**src/rtl/hazard_pkg.sv**
```systemverilog
// rtl/hazard_pkg.sv - shared encodings and operand resolution for the ID hazard/forwarding unit
// Contents: wb_kind encodings, forwarding select codes, scoreboard slot type,
//           resolve_operand() helper returning {stall, select} for one source operand.
package hazard_pkg;

    localparam logic [1:0] WB_ALU  = 2'd0;
    localparam logic [1:0] WB_LINK = 2'd1;
    localparam logic [1:0] WB_LOAD = 2'd2;

    localparam logic [2:0] FWD_REGFILE   = 3'd0;
    localparam logic [2:0] FWD_IDEX_PC4  = 3'd1;
    localparam logic [2:0] FWD_EXMEM_RES = 3'd2;
    localparam logic [2:0] FWD_EXMEM_PC4 = 3'd3;
    localparam logic [2:0] FWD_WB        = 3'd4;

    typedef struct packed {
        logic       valid;
        logic [4:0] wr_reg;
        logic [1:0] wb_kind;
    } sb_slot_t;

    function automatic logic slot_match(input sb_slot_t slot, input logic [4:0] src,
                                        input logic used);
        return slot.valid && (slot.wr_reg == src) && (src != 5'd0) && used;
    endfunction

    // Youngest producer wins. A producer whose value is not yet available on any
    // forwarding path turns into a stall for this operand; the select is then
    // left at the regfile code since the instruction will not proceed.
    function automatic logic [3:0] resolve_operand(input sb_slot_t ex, input sb_slot_t mem,
                                                   input sb_slot_t wb, input logic [4:0] src,
                                                   input logic used);
        logic       stl;
        logic [2:0] sel;
        stl = 1'b0;
        sel = FWD_REGFILE;
        if (slot_match(ex, src, used)) begin
            if (ex.wb_kind == WB_LINK) sel = FWD_IDEX_PC4;
            else                       stl = 1'b1;
        end else if (slot_match(mem, src, used)) begin
            if (mem.wb_kind == WB_ALU)       sel = FWD_EXMEM_RES;
            else if (mem.wb_kind == WB_LINK) sel = FWD_EXMEM_PC4;
            else                             stl = 1'b1;
        end else if (slot_match(wb, src, used)) begin
            sel = FWD_WB;
        end
        return {stl, sel};
    endfunction

endpackage

```
**src/rtl/hilo_busy_ctr.sv**
```systemverilog
// rtl/hilo_busy_ctr.sv - HI/LO busy countdown loaded by accepted mult/div starts
// Ports: clk, rst (sync, active-high), load_mult, load_div (div wins when both),
//        busy (counter nonzero).
module hilo_busy_ctr #(
    parameter int MULT_LAT = 4,
    parameter int DIV_LAT  = 32,
    parameter int CTR_W    = 3
) (
    input  logic clk,
    input  logic rst,
    input  logic load_mult,
    input  logic load_div,
    output logic busy
);

    logic [CTR_W-1:0] cnt;

    // A new start always reloads, so the most recently started op sets the wait.
    always_ff @(posedge clk) begin
        if (rst)                  cnt <= '0;
        else if (load_div)        cnt <= CTR_W'(DIV_LAT);
        else if (load_mult)       cnt <= CTR_W'(MULT_LAT);
        else if (cnt != '0)       cnt <= cnt - CTR_W'(1);
    end

    assign busy = (cnt != '0);

endmodule

```
**src/rtl/id_hazard_fwd_unit.sv**
```systemverilog
// rtl/id_hazard_fwd_unit.sv - decode-stage hazard detection and forwarding select generation
// Ports: clk, rst (sync, active-high); ID instruction fields id_rs/id_rt/*_used,
//        id_wr_reg/id_wr_en/id_wb_kind, id_is_mfhilo, id_start_mult/id_start_div;
//        outputs IF_ID_rs_FUnit_o/IF_ID_rt_FUnit_o (forward selects), stall, hilo_busy.
// Macro HAZ_DIV_EN: when defined, divide starts are tracked and DIV_LAT sizes the counter.
module id_hazard_fwd_unit
    import hazard_pkg::*;
#(
    parameter int MULT_LAT = 4,
    parameter int DIV_LAT  = 32
) (
    input  logic       clk,
    input  logic       rst,
    input  logic [4:0] id_rs,
    input  logic [4:0] id_rt,
    input  logic       id_rs_used,
    input  logic       id_rt_used,
    input  logic [4:0] id_wr_reg,
    input  logic       id_wr_en,
    input  logic [1:0] id_wb_kind,
    input  logic       id_is_mfhilo,
    input  logic       id_start_mult,
    input  logic       id_start_div,
    output logic [2:0] IF_ID_rs_FUnit_o,
    output logic [2:0] IF_ID_rt_FUnit_o,
    output logic       stall,
    output logic       hilo_busy
);

`ifdef HAZ_DIV_EN
    localparam int MAX_LAT = (DIV_LAT > MULT_LAT) ? DIV_LAT : MULT_LAT;
    logic start_div;
    assign start_div = id_start_div;
`else
    localparam int MAX_LAT = MULT_LAT;
    logic start_div;
    logic unused_start_div;
    assign start_div        = 1'b0;
    assign unused_start_div = id_start_div;
`endif
    localparam int CTR_W = $clog2(MAX_LAT + 1);

    sb_slot_t sb_ex, sb_mem, sb_wb;
    logic [3:0] rs_res, rt_res;

    assign rs_res = resolve_operand(sb_ex, sb_mem, sb_wb, id_rs, id_rs_used);
    assign rt_res = resolve_operand(sb_ex, sb_mem, sb_wb, id_rt, id_rt_used);

    assign IF_ID_rs_FUnit_o = rs_res[2:0];
    assign IF_ID_rt_FUnit_o = rt_res[2:0];
    assign stall            = rs_res[3] | rt_res[3] | (id_is_mfhilo & hilo_busy);

    // A stalled ID instruction stays in IF/ID, so EX receives a bubble instead.
    always_ff @(posedge clk) begin
        if (rst) begin
            sb_ex  <= '0;
            sb_mem <= '0;
            sb_wb  <= '0;
        end else begin
            sb_wb  <= sb_mem;
            sb_mem <= sb_ex;
            if (stall) sb_ex <= '0;
            else       sb_ex <= '{valid: id_wr_en, wr_reg: id_wr_reg, wb_kind: id_wb_kind};
        end
    end

    hilo_busy_ctr #(
        .MULT_LAT (MULT_LAT),
        .DIV_LAT  (DIV_LAT),
        .CTR_W    (CTR_W)
    ) u_hilo_busy_ctr (
        .clk       (clk),
        .rst       (rst),
        .load_mult (id_start_mult & ~stall),
        .load_div  (start_div & ~stall),
        .busy      (hilo_busy)
    );

endmodule

```
**config.mk**
```make
export PLATFORM = sky130hd
export DESIGN_NAME = id_hazard_fwd_unit
export DESIGN_NICKNAME = d
export VERILOG_FILES = /design/src/rtl/hazard_pkg.sv /design/src/rtl/hilo_busy_ctr.sv /design/src/rtl/id_hazard_fwd_unit.sv
export SDC_FILE = /design/constraint.sdc
export NUM_CORES = 1
export LEC_CHECK = 0
export ABC_AREA = 1
export BUFFER_PORTS_ARGS = -buffer_cell sky130_fd_sc_hd__buf_2
export CELL_PAD_IN_SITES_DETAIL_PLACEMENT = 2
export CELL_PAD_IN_SITES_GLOBAL_PLACEMENT = 2
export CORE_MARGIN = 10
export CORE_UTILIZATION = 31
export CTS_BUF_LIST = sky130_fd_sc_hd__clkbuf_8
export DETAILED_ROUTE_END_ITERATION = 6
export PLACE_DENSITY = 0.9
export SETUP_SLACK_MARGIN = 0.05
export SYNTH_ARGS = -nofsm -noshare
export SYNTH_HDL_FRONTEND = slang
export SYNTH_HIERARCHICAL = 1
export SYNTH_SLANG_ARGS = --single-unit
```
**constraint.sdc**
```tcl
create_clock -name clk -period 3.8 [get_ports clk]
set_input_delay 0.76 -clock clk [delete_from_list [all_inputs] [get_ports clk]]
set_output_delay 0.76 -clock clk [all_outputs]
set_load 0.01 [all_outputs]
```
==> impl_metrics.ini <==
[min_path]
min_path_type = register to register
hold_end = sb_mem[0]
holdCritStartpoint = sb_ex[0]
whs_path_depth = 2

[routing]
drt_wl_total_um = 5540
drtIter0Drc = 88
wl_met2_um = 2670
wl_met3_um = 174
drtAntennaViolNets = 0
wl_met1_um = 2620
avgViaCountPerCell = 4.61
top_layer = met4
first_pass_iters = 4
route.vias.total = 1612
drc = 0
wl_per_cell_um = 15.8

[worst_setup_path]
r2r-end = u_hilo_busy_ctr/cnt[1]
reg2reg_from = sb_mem[5]
worst_setup_path_end_kind = output port
cp.required_ns = 3.04
path_class = input port to output port
cp_max_fo = 6
r2r_cells = 14
critPathLaunchType = input port
cp.arrival_ns = 2.13
r2r_setup_slack_ns = 2.00

[logic_synthesis]
syn_area_per_cell_um2 = 6.12
yosysWarnings = 6
synthDistinctLibCells = 27
synth-async-reset-ratio = 0
yosys.area.top_type = dfxtp_1
ys_ff_latch = 25
synth_top_area_share = 0.329
synth_edf_count = 0
synth_area_leaders = dfxtp_1 (33%), nand2_1 (19%), inv_1 (10%), nor2_1 (9.1%), nor2_2 (5.8%)
synth_ff_type = dfxtp_1
synth_fp_nets = 277
synth_area_um2 = 1520
yosysSeqAreaShare = 0.329
syn_inst = 249

[job]
maxCapViolations = 0

[layout]
antenna_cells = 0
area.growth.synth_to_final_pct = 18.4
layout.nets = 312
drive_gt1_frac = 0.251
final_cell_mix = nand2_1 (76), inv_1 (43), nor2_1 (37)
final_common_cell = nand2_1
instances_no_fill = 350

[clocking]
clk_latency_ns = 0.28
postCtsHoldBufs = 0
clockBufferDepth = 2
cts_made_buffers = 3
post-cts-setup-buffer-count = 0
cts_root_buffer = clkbuf_8
clk_pin_slew_ns = 0.09
cts_tree = yes
h-tree-depth = 1
post_cts_resized = 0
cts_sinks = 25

[global_route]
track_usage = 0.143
grt_pass1_vias = 1899
antenna_found_initial = 0
grt_pass1_wl_um = 9630
gr-total-overflow = 0
grt_max_degree = 17

[placement]
routabilityCongestion = 0.796
portBuffers = 31
dpl.hpwl_um = 4200
dp_cells = 346

[sta]
rsz0062_at_grt = false
period_share = 0.761
drv_slew = 0
fmax_ghz = 0.346
hold_ws_ns = 0.442
fin_tns_setup_ns = 0
fin_worst_skew_ns = 0.00564
period_minus_slack_ns = 2.89
finalSetupViolations = 0
finalHoldViolCount = 0

[power_and_ir_drop]
peakVddDrop_v = 0.000161
power_density_nw_per_um2 = 310
p_leak_nw = 0.955
finalPower_w = 0.000558

[floorplanning]
core_area_um2 = 4750
die-area_um2 = 8120
fp.dieW_um = 90.1
std_cell_rows = 25
die_h_um = 90.1
pin_count = 33
start_util = 0.320

[run_status]
status = finished, final reports clean
kinds of logic after synthesis:
logic type / Yosys count / synth area share
adders and majority gates: 3 / 0.0247
xor gates and xnor gates: 1 / 0.00575
DFF: 25 / 0.329
and+or+nand+nor: 150 / 0.445
AOI/OAI and AO/OA: 16 / 0.0633
buffers and inverters: 53 / 0.131
other: 1 / 0.00246
report_power, final:
part	switching [W]	internal, W	leakage [nW]
Sequential	0.0000110	0.000274	0.205
Clock	0.0000914	0.0000726	0.0269
Combinational	0.0000721	0.0000368	0.723
area by class of cell:
type	count	area, um2
fillers	616	2950
clock inverters	1	3.75
inverters	52	195
clock buffers	3	41.3
flip-flops and latches	25	500
well taps	67	83.8
repair buffers	31	155
multi-input cells	171	823
how the worst max path moves through the flow:
stage,end,depth (start not counted),start
after floorplan,IF_ID_rt_FUnit_o[0],10,id_rt[4]
after global placement,IF_ID_rt_FUnit_o[0],12,id_rt[4]
after detailed placement,IF_ID_rt_FUnit_o[0],12,id_rt[4]
after CTS,IF_ID_rt_FUnit_o[0],12,id_rt[4]
after global routing,IF_ID_rt_FUnit_o[0],12,id_rt[4]
final,IF_ID_rt_FUnit_o[0],12,id_rt[4]
flip-flops by register name, summed over array words and instances (netlist names):
name                 count
sb_wb                    6
u_hilo_busy_ctr/cnt      3
sb_mem                   8
sb_ex                    8
cell usage after synthesis (all sizes together), types with 2 or more instances:
cell type,count
inv,52
o21ai,6
nand4,3
nand2,84
dfxtp,25
o2111ai,2
a21oi,4
nand3,8
o22ai,2
ha,3
nor2,52
layer usage:
layer | track usage | vias to the layer above
li1 | - | 808
met3 | 0.0241 | 4
met1 | 0.175 | 775
met4 | 0.0398 | 0
met5 | 0 | -
met2 | 0.250 | 25
worst max-delay path, stage by stage:
cell     delay [ns]
buf_2          0.11
inv_1          0.12
nand2_1        0.09
nand2_1        0.07
nor2_1         0.10
nand2_1        0.07
nor2_1         0.21
nand2_2        0.11
nor2_1         0.14
nand2_1        0.07
o21ai_0        0.10
buf_2          0.18
metrics by stage:
stage                util  setup WS [ns]  area [um2]
floorplan               -           1.37        1520
global route        0.379          0.713        1800
detailed placement  0.370          0.951        1760
global placement    0.370          0.962        1760
finish              0.379          0.908        1800
CTS                 0.379          0.877        1800
Note: power is estimated with default switching activity, not from simulation.
